## src/rtl/instr_decode_reg.sv

```systemverilog
// ---------------------------------------------------------------------------
// instr_decode_reg
//
// Decode register between instruction fetch and the rest of the decode
// pipeline. A two-entry skid buffer (head + skid) holds fetched instruction
// words. The head entry's fields are presented downstream. Because in_ready
// is a decode of the state register only, the upstream ready path never
// depends combinationally on out_ready.
//
// Optional feature macro: ILLEGAL_OP_CHECK_EN
//   defined   : each entry carries an "opcode > OPC_LEGAL_MAX" flag computed
//               when the entry is accepted; illegal reports the head's flag.
//   undefined : illegal is tied low and no comparator is built.
//
// Parameters
//   OPC_LEGAL_MAX  highest legal opcode (used only with ILLEGAL_OP_CHECK_EN)
//
// Ports
//   clk        in   1   clock, all state changes on the rising edge
//   rst        in   1   synchronous active-high reset
//   in_valid   in   1   fetch presents instr/pc
//   in_ready   out  1   buffer can accept (low only when both entries full)
//   instr      in   32  fetched instruction word
//   pc         in   32  address of instr
//   flush      in   1   discard every held entry (branch redirect)
//   out_valid  out  1   head entry is valid
//   out_ready  in   1   downstream takes the head entry
//   opcode     out  6   head instr[31:26]
//   rs/rt/rd   out  5   head instr[25:21] / [20:16] / [15:11]
//   shamt      out  5   head instr[10:6]
//   funct      out  6   head instr[5:0]
//   imm16      out  16  head instr[15:0], not extended
//   pc_out     out  32  head pc
//   illegal    out  1   head opcode exceeds OPC_LEGAL_MAX
// ---------------------------------------------------------------------------
module instr_decode_reg #(
    parameter logic [5:0] OPC_LEGAL_MAX = 6'h0F
) (
    input  logic        clk,
    input  logic        rst,
    input  logic        in_valid,
    output logic        in_ready,
    input  logic [31:0] instr,
    input  logic [31:0] pc,
    input  logic        flush,
    output logic        out_valid,
    input  logic        out_ready,
    output logic [5:0]  opcode,
    output logic [4:0]  rs,
    output logic [4:0]  rt,
    output logic [4:0]  rd,
    output logic [4:0]  shamt,
    output logic [5:0]  funct,
    output logic [15:0] imm16,
    output logic [31:0] pc_out,
    output logic        illegal
);

    typedef enum logic [1:0] {
        ST_EMPTY = 2'd0,
        ST_ONE   = 2'd1,
        ST_TWO   = 2'd2
    } state_t;

    state_t      r_state;
    state_t      w_state_next;

    logic        w_accept;
    logic        w_drain;
    logic        w_load_head_in;    // head <= incoming word
    logic        w_load_head_skid;  // head <= skid (skid promotes)
    logic        w_load_skid;       // skid <= incoming word

    logic [31:0] r_head_instr;
    logic [31:0] r_head_pc;
    logic [31:0] r_skid_instr;
    logic [31:0] r_skid_pc;

    // Handshake outputs are pure decodes of the state register.
    assign in_ready  = (r_state != ST_TWO);
    assign out_valid = (r_state != ST_EMPTY);

    assign w_accept  = in_valid && in_ready;
    assign w_drain   = out_valid && out_ready;

    // -----------------------------------------------------------------------
    // State register
    // -----------------------------------------------------------------------
    // NOTE: sequential state uses non-blocking assignments so every flop
    // samples pre-edge values regardless of block evaluation order.
    always_ff @(posedge clk) begin
        if (rst) begin
            r_state <= ST_EMPTY;
        end else begin
            r_state <= w_state_next;
        end
    end

    // -----------------------------------------------------------------------
    // Next-state and load-enable decode
    // -----------------------------------------------------------------------
    // NOTE: every output of this block is given a default first, so no path
    // leaves a signal unassigned and no latch is inferred.
    always_comb begin
        w_state_next     = r_state;
        w_load_head_in   = 1'b0;
        w_load_head_skid = 1'b0;
        w_load_skid      = 1'b0;

        if (flush) begin
            // Held entries and any word presented this cycle are dropped.
            w_state_next = ST_EMPTY;
        end else begin
            unique case (r_state)
                ST_EMPTY: begin
                    if (w_accept) begin
                        w_state_next   = ST_ONE;
                        w_load_head_in = 1'b1;
                    end
                end
                ST_ONE: begin
                    if (w_accept && w_drain) begin
                        // Pass-through: new word replaces the departing head.
                        w_load_head_in = 1'b1;
                    end else if (w_accept) begin
                        w_state_next = ST_TWO;
                        w_load_skid  = 1'b1;
                    end else if (w_drain) begin
                        w_state_next = ST_EMPTY;
                    end
                end
                ST_TWO: begin
                    // in_ready is low here, so only a drain can happen.
                    if (w_drain) begin
                        w_state_next     = ST_ONE;
                        w_load_head_skid = 1'b1;
                    end
                end
                default: begin
                    w_state_next = ST_EMPTY;
                end
            endcase
        end
    end

    // -----------------------------------------------------------------------
    // Entry storage
    // -----------------------------------------------------------------------
    // NOTE: the data registers are reset (not just the valid state) because
    // the decoded fields must read as zero, never X, straight after reset.
    always_ff @(posedge clk) begin
        if (rst) begin
            r_head_instr <= '0;
            r_head_pc    <= '0;
            r_skid_instr <= '0;
            r_skid_pc    <= '0;
        end else begin
            if (w_load_head_in) begin
                r_head_instr <= instr;
                r_head_pc    <= pc;
            end else if (w_load_head_skid) begin
                r_head_instr <= r_skid_instr;
                r_head_pc    <= r_skid_pc;
            end
            if (w_load_skid) begin
                r_skid_instr <= instr;
                r_skid_pc    <= pc;
            end
        end
    end

    // Field split of the head entry.
    assign opcode = r_head_instr[31:26];
    assign rs     = r_head_instr[25:21];
    assign rt     = r_head_instr[20:16];
    assign rd     = r_head_instr[15:11];
    assign shamt  = r_head_instr[10:6];
    assign funct  = r_head_instr[5:0];
    assign imm16  = r_head_instr[15:0];
    assign pc_out = r_head_pc;

    // -----------------------------------------------------------------------
    // Illegal-opcode flag
    // -----------------------------------------------------------------------
`ifdef ILLEGAL_OP_CHECK_EN
    logic w_in_illegal;
    logic r_head_illegal;
    logic r_skid_illegal;

    // Evaluated once at accept time and carried with the entry.
    assign w_in_illegal = (instr[31:26] > OPC_LEGAL_MAX);

    always_ff @(posedge clk) begin
        if (rst) begin
            r_head_illegal <= 1'b0;
            r_skid_illegal <= 1'b0;
        end else begin
            if (w_load_head_in) begin
                r_head_illegal <= w_in_illegal;
            end else if (w_load_head_skid) begin
                r_head_illegal <= r_skid_illegal;
            end
            if (w_load_skid) begin
                r_skid_illegal <= w_in_illegal;
            end
        end
    end

    assign illegal = out_valid && r_head_illegal;
`else
    // Check disabled: the limit parameter only feeds an unused reduction.
    logic w_unused_cfg;
    assign w_unused_cfg = ^OPC_LEGAL_MAX;
    assign illegal      = 1'b0;
`endif

endmodule
```

## config.mk

```make
export PLATFORM = sky130hd
export DESIGN_NAME = instr_decode_reg
export DESIGN_NICKNAME = d
export VERILOG_FILES = /design/src/rtl/instr_decode_reg.sv
export SDC_FILE = /design/constraint.sdc
export NUM_CORES = 1
export LEC_CHECK = 0
export BUFFER_PORTS_ARGS = -buffer_cell sky130_fd_sc_hd__buf_2
export CORE_MARGIN = 5
export CORE_UTILIZATION = 50
export CTS_BUF_LIST = sky130_fd_sc_hd__clkbuf_8
export CTS_CLUSTER_DIAMETER = 30
export CTS_CLUSTER_SIZE = 8
export DETAILED_ROUTE_END_ITERATION = 8
export GPL_ROUTABILITY_DRIVEN = 1
export PLACE_DENSITY = 0.79
export SLEW_MARGIN = 30
export SYNTH_ARGS = -nofsm -noshare
export SYNTH_HDL_FRONTEND = slang
export SYNTH_SLANG_ARGS = --single-unit
```

## constraint.sdc

```tcl
create_clock -name clk -period 1.6 [get_ports clk]
set_input_delay 0.08 -clock clk [delete_from_list [all_inputs] [get_ports clk]]
set_output_delay 0.08 -clock clk [all_outputs]
set_load 0.01 [all_outputs]
```

# Word-level counts from Yosys, hierarchy flattened
# Cells that the tools add are included.
totals:
  ff_bits: 130
  latchBits: 0
  mem_bits_rw: 0
  rom_bits: 0
  input_bits: 69
  out_inout_bits: 83
  wordCells: 40
  n_memories: 0
classes:
  add_sub_neg: 0
  mul: 0
  div: 0
  magnitude_cmp: 0
  n_eq_ne: 7
  shifts: 0
  n_mux: 20
  n_bitwise: 0
  n_reduce_logical: 8
ops:
  columns: ["cell", "count"]
  rows:
  - ["32-bit two-way mux", 4]
  - ["2-bit two-way mux", 5]
  - ["1-bit two-way mux", 9]
  - ["2-bit != test, second input constant", 4]
  - ["2-bit one-hot mux with 3 select lines", 1]
  - ["4-bit AND reduction", 1]
  - ["2-bit nonzero test", 2]
  - ["1-bit logical AND", 3]
  - ["3-bit != test, second input constant", 1]
  - ["2-bit by 1-bit equality test with 1-bit output, second input constant", 1]
  - ["2-bit equality test, second input constant", 1]
  - ["2-bit logical NOT", 1]
  - ["1-bit one-hot mux with 2 select lines", 1]
  - ["2-bit OR reduction", 1]

# Depth between registers and ports, before layout
# Gate-level depths: netlist of run 1.
depth:
  word_depth: 7
  depth_mapped: 6
  mapped_depth_nobuf: 3

# Worst setup path after synthesis of run 1
# No wires, ideal clock.
synth_path:
  path_kind: "reg2reg"
  start: "register r_state[1]"
  end: "register r_head_pc[1] (netlist: pc_out[1])"
  setup_time_ns: 0.133
  arrival_time_ns: 1.274
  required_time_ns: 1.467
  slack_ns: 0.193
  path_stages_with_launch: 7
  n_path_buf: 3
  period_less_slack_ns: 1.407
  path_cell_list: "dfxtp_1 buf_6 or3b_4 buf_6 buf_6 nor3_1 a311oi_1"
synth_between:
  elab_chain_cells: 7
  word_cells_on_any_way: 17
  classes_between: "3 x eq/ne; 8 x mux; 6 x reduce/logical"
synth_rtl:
  columns: ["item", "line", "text"]
  rows:
  - ["start: declaration", "65", "state_t r_state;"]
  - ["start signal: assignment", "95", "r_state <= w_state_next;"]
  - ["2-bit != test / 2-bit nonzero test (equally long branches)", "80, 81", null]
  - ["1-bit logical AND, on equally long branches", "83, 84", null]
  - ["1-bit logical AND", "122", "if (w_accept && w_drain) begin"]
  - ["1-bit two-way mux", "122", null]
  - ["1-bit one-hot mux with 2 select lines", "114", "unique case (r_state)"]
  - ["1-bit two-way mux", "110", "if (flush) begin"]
  - ["32-bit two-way mux / 2-bit nonzero test (equally long branches)", null, null]
  - ["end signal: assignment", "160", "r_head_pc <= pc;"]
  - ["end signal: assignment", "163", "r_head_pc <= r_skid_pc;"]
  - ["end: declaration", "75", "logic [31:0] r_head_pc;"]
# Parallel ways exist; a longest one is shown, timed or not.
# A chain may end at the register's enable or synchronous reset.

# Final worst setup path of run 1
layout_path:
  start: "register r_state[0]"
  end: "register r_head_instr[23]"
layout_between:
  elab_chain_cells: 7
  word_cells_on_any_way: 17
  classes_between: "3 x eq/ne; 8 x mux; 6 x reduce/logical"
layout_rtl:
  columns: ["item", "line", "text"]
  rows:
  - ["2-bit != test / 2-bit nonzero test (equally long branches)", "80, 81", null]
  - ["1-bit logical AND, on equally long branches", "83, 84", null]
  - ["1-bit logical AND", "122", null]
  - ["1-bit two-way mux", "122", null]
  - ["1-bit one-hot mux with 2 select lines", "114", null]
  - ["1-bit two-way mux", "110", null]
  - ["32-bit two-way mux / 2-bit nonzero test (equally long branches)", null, null]
  - ["end signal: assignment", "159", "r_head_instr <= instr;"]
  - ["end signal: assignment", "162", "r_head_instr <= r_skid_instr;"]
  - ["end: declaration", "74", "logic [31:0] r_head_instr;"]
# Parallel ways exist; a longest one is shown, timed or not.

==> out/metrics.cfg, run 1 <==
[yosys]
syn_inst = 691
synth-edff-count = 0
synth_cell_types = 28
synth-main-ff-cell = dfxtp_1
syn_avg_cell_area_um2 = 8.28
synth-async-reset-ratio = 0
syn_area_mm2 = 0.00572
yosysWarnings = 0
synth-seq-area-share = 0.455
synth-seq-cells = 130
syn_nets = 760

[sta]
finalClockSkew_ps = 4.48
setup_violations = 0
setup_slack_ps = 65.4
period_share = 0.959
setup-tns-final_ps = 0
fin_hold_ws_ps = 112
finalHoldViolations = 0
finalMaxSlewViolations = 0
min_period_ps = 1530
max_freq_mhz = 652

[grt]
grt_usage = 0.242
grt_max_degree = 71
antenna_found_initial = 0
grt-ovfl-total = 0
grt_first_pass_wirelength_mm = 26.6
grt_pass1_vias = 5685

[detailed_routing]
via_count = 5947
viasPerCell = 5.88
drtIter0Drc = 553
drc = 0
ant_nets = 0
drtPass1Iterations = 7
wirelength_mm = 16.8
wire_per_inst_um = 16.6

[layout]
drive_gt1_frac = 0.246
fin_nets = 923
n_fill_cell = 907
final_cells = 1011
syn_to_final_growth_pct = 29.8

[power]
p_switching_mw = 1.80
internal_power_mw = 5.14
p_sw_frac = 0.259
leakagePower_nw = 2.85
p_clk_frac = 0.365
pwr-share-seq = 0.497
irDropWorstVdd_mv = 0.627
combinationalPowerShare = 0.138
cellPowerDensity_mw_per_mm2 = 935

[run]
cap_violations = 0

[clock_network]
htreeDepth = 4
clockBufferDepth = 2
cts_tree = yes
numCtsBuffers = 17
cts.root.buffer_cell = clkbuf_8
clk_pin_slew_ps = 70
clkLatencyLatePin_ps = 430
clock_sinks = 130

[die]
row_count = 39
core_mm2 = 0.0113
start_util = 0.505
die_h_um = 117
die-area_mm2 = 0.0137
io_pins = 152
chipWidth_um = 117

[setup_path]
regToRegStartpoint = r_state[0]
reg2reg_depth = 4
critPathCapture = r_head_instr[23]
worstPathArrival_ps = 1860
startpoint = r_state[0]
worstSetupStartpointType = flip-flop
crit_type = flip-flop to flip-flop
rrSetupSlack_ps = 70
cp.required_ps = 1930
cp_max_fo = 18
end_kind = flip-flop
reg2reg_to = r_head_instr[23]

[placement]
dp_slack_ps = 29.6
io_buffers = 150
dpl.cell_count = 910
place.gp.congestion = 0.831
dpl.hpwl_mm = 9.81

[status]
status = complete, no violations

[min_path]
hold_class = input pin to flip-flop

-- per-layer routing --
metal / global-route usage / up-vias / routed length (um)
met5: 0 / - / 0
met4: 0.150 / 0 / 700
met3: 0.0530 / 63 / 1180
met2: 0.396 / 326 / 8270
met1: 0.289 / 2761 / 6610
li1: - / 2797 / -
-- cells in the final DEF, fill, tap and decap left out, drive strengths merged --
cell	Yosys	layout
nand3b	1	1
nand2b	2	2
a21oi	65	65
or3b	2	2
nor3b	1	1
diode	0	1
nor2	2	2
or2	1	1
a2111oi	1	1
and4bb	1	1
nand4bb	1	1
clkinv	0	4
o21a	1	1
nand2	130	130
and2b	1	1
a311oi	64	64
buf	71	170
mux2i	1	1
clkbuf	23	22
dlygate4sd3	0	67
bufinv	0	1
dfxtp	130	130
inv	0	6
conb	1	1
o21ai	64	64
nand3	64	64
nor3	64	64
-- cell usage after synthesis (all sizes together), types with 2 or more instances --
library cell | instances | area (um2)
nand2 | 130 | 490
or3b | 2 | 20.0
clkbuf | 23 | 86.3
nor2 | 2 | 7.51
dfxtp | 130 | 2600
nor3 | 64 | 345
a311oi | 64 | 561
nand3 | 64 | 320
a21oi | 65 | 325
buf | 71 | 542
o21ai | 64 | 320
nand2b | 2 | 12.5
-- critical path: stages (launching register included) --
cell and delay [ps]:
dfxtp_1 490, nand4bb_4 230, buf_4 250, nand2_1 130
a311oi_2 330
-- flip-flops by register name (all words and copies together) (netlist names) --
| register | count |
|---|---|
| pc_out | 32 |
| r_head_instr | 32 |
| r_skid_instr | 32 |
| r_skid_pc | 32 |
| r_state | 2 |
-- through the flow --
step                      total power, mW  utilization  cell area [um2]
after floorplan                      4.01            -             5720
after detailed placement             4.33        0.561             6350
after CTS                            6.97        0.652             7380
final                                6.94        0.656             7420
after global routing                 7.24        0.656             7420
after global placement               4.30        0.561             6350
-- layout make-up --
| class | instances | area (um2) | share of cell area |
|---|---|---|---|
| repair buffers | 238 | 1750 | 0.236 |
| well taps | 143 | 179 | 0.0241 |
| diodes | 1 | 2.50 | 0.000337 |
| multi-input cells | 467 | 2530 | 0.341 |
| clock buffers | 21 | 289 | 0.0389 |
| flip-flops and latches | 130 | 2600 | 0.351 |
| clock inverters | 11 | 72.6 | 0.00977 |
-- repair_timing --
| action | CTS | global route |
|---|---|---|
| endpoints found under the setup margin | 0 | 36 |
| resized for setup | 0 | 3 |
| hold endpoints to repair | 66 | 0 |
| setup buffers | 0 | 0 |
| hold buffers | 67 | 0 |
-- how the worst min path moves through the flow --
| stage | startpoint | to | slack [ps] | cells past startpoint |
|---|---|---|---|---|
| floorplan | out_ready | r_state[1] | 170 | 1 |
| global placement | instr[13] | r_skid_instr[13] | 350 | 3 |
| detailed placement | instr[11] | r_skid_instr[11] | 350 | 3 |
| CTS | rst | r_skid_instr[19] | 80 | 2 |
| global route | rst | r_skid_instr[26] | 90 | 2 |
| finish | rst | r_skid_instr[3] | 110 | 2 |
-- kinds of logic (layout without fill, tap and decap cells) --
kind of cell,after synthesis,count (layout),share of synthesized area
AO/OA/AOI/OAI,195,195,0.214
buffers and inverters,94,270,0.110
flip-flops,130,130,0.455
multiplexers,1,1,0.00175
other,1,2,0.000656
AND/OR/NAND/NOR,270,270,0.219
-- power by group through the flow --
stage	Sequential (mW)	Combinational, mW	Clock, mW
floorplan	3.56	0.449	0
global placement	3.51	0.793	0
detailed placement	3.52	0.810	0
CTS	3.45	0.938	2.59
global route	3.46	1.03	2.75
finish	3.45	0.956	2.54
Power figures use the tool's default switching activity.
==> run 2, diff against run 1 <==
- MAX_ROUTING_LAYER: default -> met4
==> run 2 against run 1 <==
Effect of this change:
- flip-flop and latch count did not move
- largest power group unchanged
- core utilization did not move
- clock power barely moved
- critical endpoint unchanged
==> out/metrics.cfg, run 2 (synthesis results as in run 1) <==
[status]
status = complete, no violations

[die]
start_util = 0.505  ; unchanged
row_count = 39  ; unchanged
core_mm2 = 0.0113  ; unchanged
die_h_um = 117  ; unchanged
die-area_mm2 = 0.0137  ; unchanged
io_pins = 152  ; unchanged
chipWidth_um = 117  ; unchanged

[power]
irDropWorstVdd_mv = 0.631  ; +0.62%
leakagePower_nw = 2.85  ; unchanged
cellPowerDensity_mw_per_mm2 = 936  ; about the same
total_power_mw = 6.95  ; about the same

[placement]
place.gp.congestion = 0.843  ; +1.5%
io_buffers = 150  ; unchanged
dpl.cell_count = 910  ; unchanged
dpl.hpwl_mm = 9.81  ; unchanged

[setup_path]
reg2reg_to = r_head_instr[23]
critPathBufInv = 1  ; unchanged
rrSetupSlack_ps = 80  ; about the same
crit_type = flip-flop to flip-flop
worstPathArrival_ps = 1860  ; about the same
cp_max_fo = 18  ; unchanged
cp.required_ps = 1940  ; about the same
critPathMaxStageDelay_ps = 490  ; about the same
path_cells = nand4bb_4 > buf_4 > nand2_1 > a311oi_2
regToRegStartpoint = r_state[0]
end_kind = flip-flop
worstSetupStartpointType = flip-flop
cp.depth = 4  ; unchanged
slowest_stage = dfxtp_1
startpoint = r_state[0]
reg2reg_depth = 4  ; unchanged
crit_family = flip-flops
critPathCapture = r_head_instr[23]

[clock_network]
clkLatencyLatePin_ps = 440  ; about the same
cts_tree = yes
clock_sinks = 130  ; unchanged
clockBufferDepth = 2  ; unchanged
htreeDepth = 4  ; unchanged
numCtsBuffers = 17  ; unchanged
clk_pin_slew_ps = 70  ; about the same
post_cts_buffers = 0  ; unchanged
cts.root.buffer_cell = clkbuf_8

[layout]
drive_gt1_frac = 0.246  ; unchanged
n_fill_cell = 907  ; unchanged
final_common_cell = buf_2
syn_to_final_growth_pct = 29.8  ; unchanged
layout_common_cells = buf_2 (149), nand2_1 (129), dfxtp_1 (129)
final_cells = 1011  ; unchanged
fin_nets = 923  ; unchanged
final_util = 0.656  ; unchanged

[sta]
setup-tns-final_ps = 0  ; unchanged
finalClockSkew_ps = 8.90  ; +4.42 ps
finalMaxSlewViolations = 0  ; unchanged
max_freq_mhz = 657  ; +0.86%
period_share = 0.951  ; -0.00819
min_period_ps = 1520  ; -13.1 ps
finalHoldViolations = 0  ; unchanged
setup_violations = 0  ; unchanged

[detailed_routing]
ant_nets = 0  ; unchanged
viasPerCell = 5.90  ; +0.24%
drtIter0Drc = 623  ; +13%
drc = 0  ; unchanged
wire_per_inst_um = 16.6  ; about the same
via_count = 5961  ; +0.24%
wirelength_mm = 16.8  ; about the same
drtPass1Iterations = 5  ; -2

[grt]
antenna_found_initial = 0  ; unchanged
grt_pass1_vias = 5699  ; +0.25%
grt_usage = 0.249  ; +0.00713
use_met1 = 0.289  ; +0.000640
grt_max_degree = 71  ; unchanged
grt_first_pass_wirelength_mm = 26.6  ; about the same
grtUsageMet2 = 0.394  ; -0.00190
use_met3 = 0.0524  ; -0.000514
grt-ovfl-total = 0  ; unchanged
busiest_layer = met2

[min_path]
min_from = rst
hold_class = input pin to flip-flop

[run]
cap_violations = 0  ; unchanged

run 2: power by group:
part / internal, mW / total [mW] / leakage [nW] / switching (mW)
logic: 0.429 / 0.954 / 1.58 / 0.525
registers: 3.37 / 3.45 / 1.06 / 0.0829
clock network: 1.35 / 2.54 / 0.213 / 1.20
total: 5.14 / 6.95 / 2.85 / 1.80
run 2: stage by stage:
| step | setup WS (ps) | hold slack [ps] | instance area [um2] |
|---|---|---|---|
| 6_report | 78.5 | 103 | 7420 |
| 3_5_place_dp | 29.6 | 349 | 6350 |
| 5_1_grt | -9.35 | 93.1 | 7420 |
| 2_1_floorplan | 193 | 169 | 5720 |
| 4_1_cts | 40.6 | 84.3 | 7380 |
| 3_3_place_gp | 141 | 346 | 6350 |
run 2: worst min-delay path by stage:
stage                            end  slack [ps]  cells after the start
floorplan                 r_state[1]         170                      1
global placement    r_skid_instr[13]         350                      3
detailed placement  r_skid_instr[11]         350                      3
CTS                 r_skid_instr[19]          80                      2
global route        r_skid_instr[26]          90                      2
finish              r_skid_instr[26]         100                      2
run 2: area by class of cell:
class	count	area, um2	area share
clock buffer	21	289	0.0389
clock inverter	11	72.6	0.00977
tap	143	179	0.0241
sequential	130	2600	0.351
timing repair buffer	238	1750	0.236
antenna	1	2.50	0.000337
multi-input combinational	467	2530	0.341
run 2: repair_timing:
action	in CTS	in global routing
setup endpoints to repair	0	37
gates resized for setup	0	3
hold buffers	67	0
endpoints found under the hold margin	66	0
run 2: routing by layer:
metal  vias to the layer above  routed length (um)  part of all wire
li1                       2797                   -                 -
met1                      2799                6670              0.40
met3                        56                1180             0.070
met5                         -                   0                 0
met2                       309                8300              0.49
met4                         0                 624             0.037
run 2: worst register-to-register path: cells and delay by family, from the launching register on:
family          cells  cell delay (ps)
flops               1              490
compound gates      1              330
buf+inv             1              250
simple gates        2              360
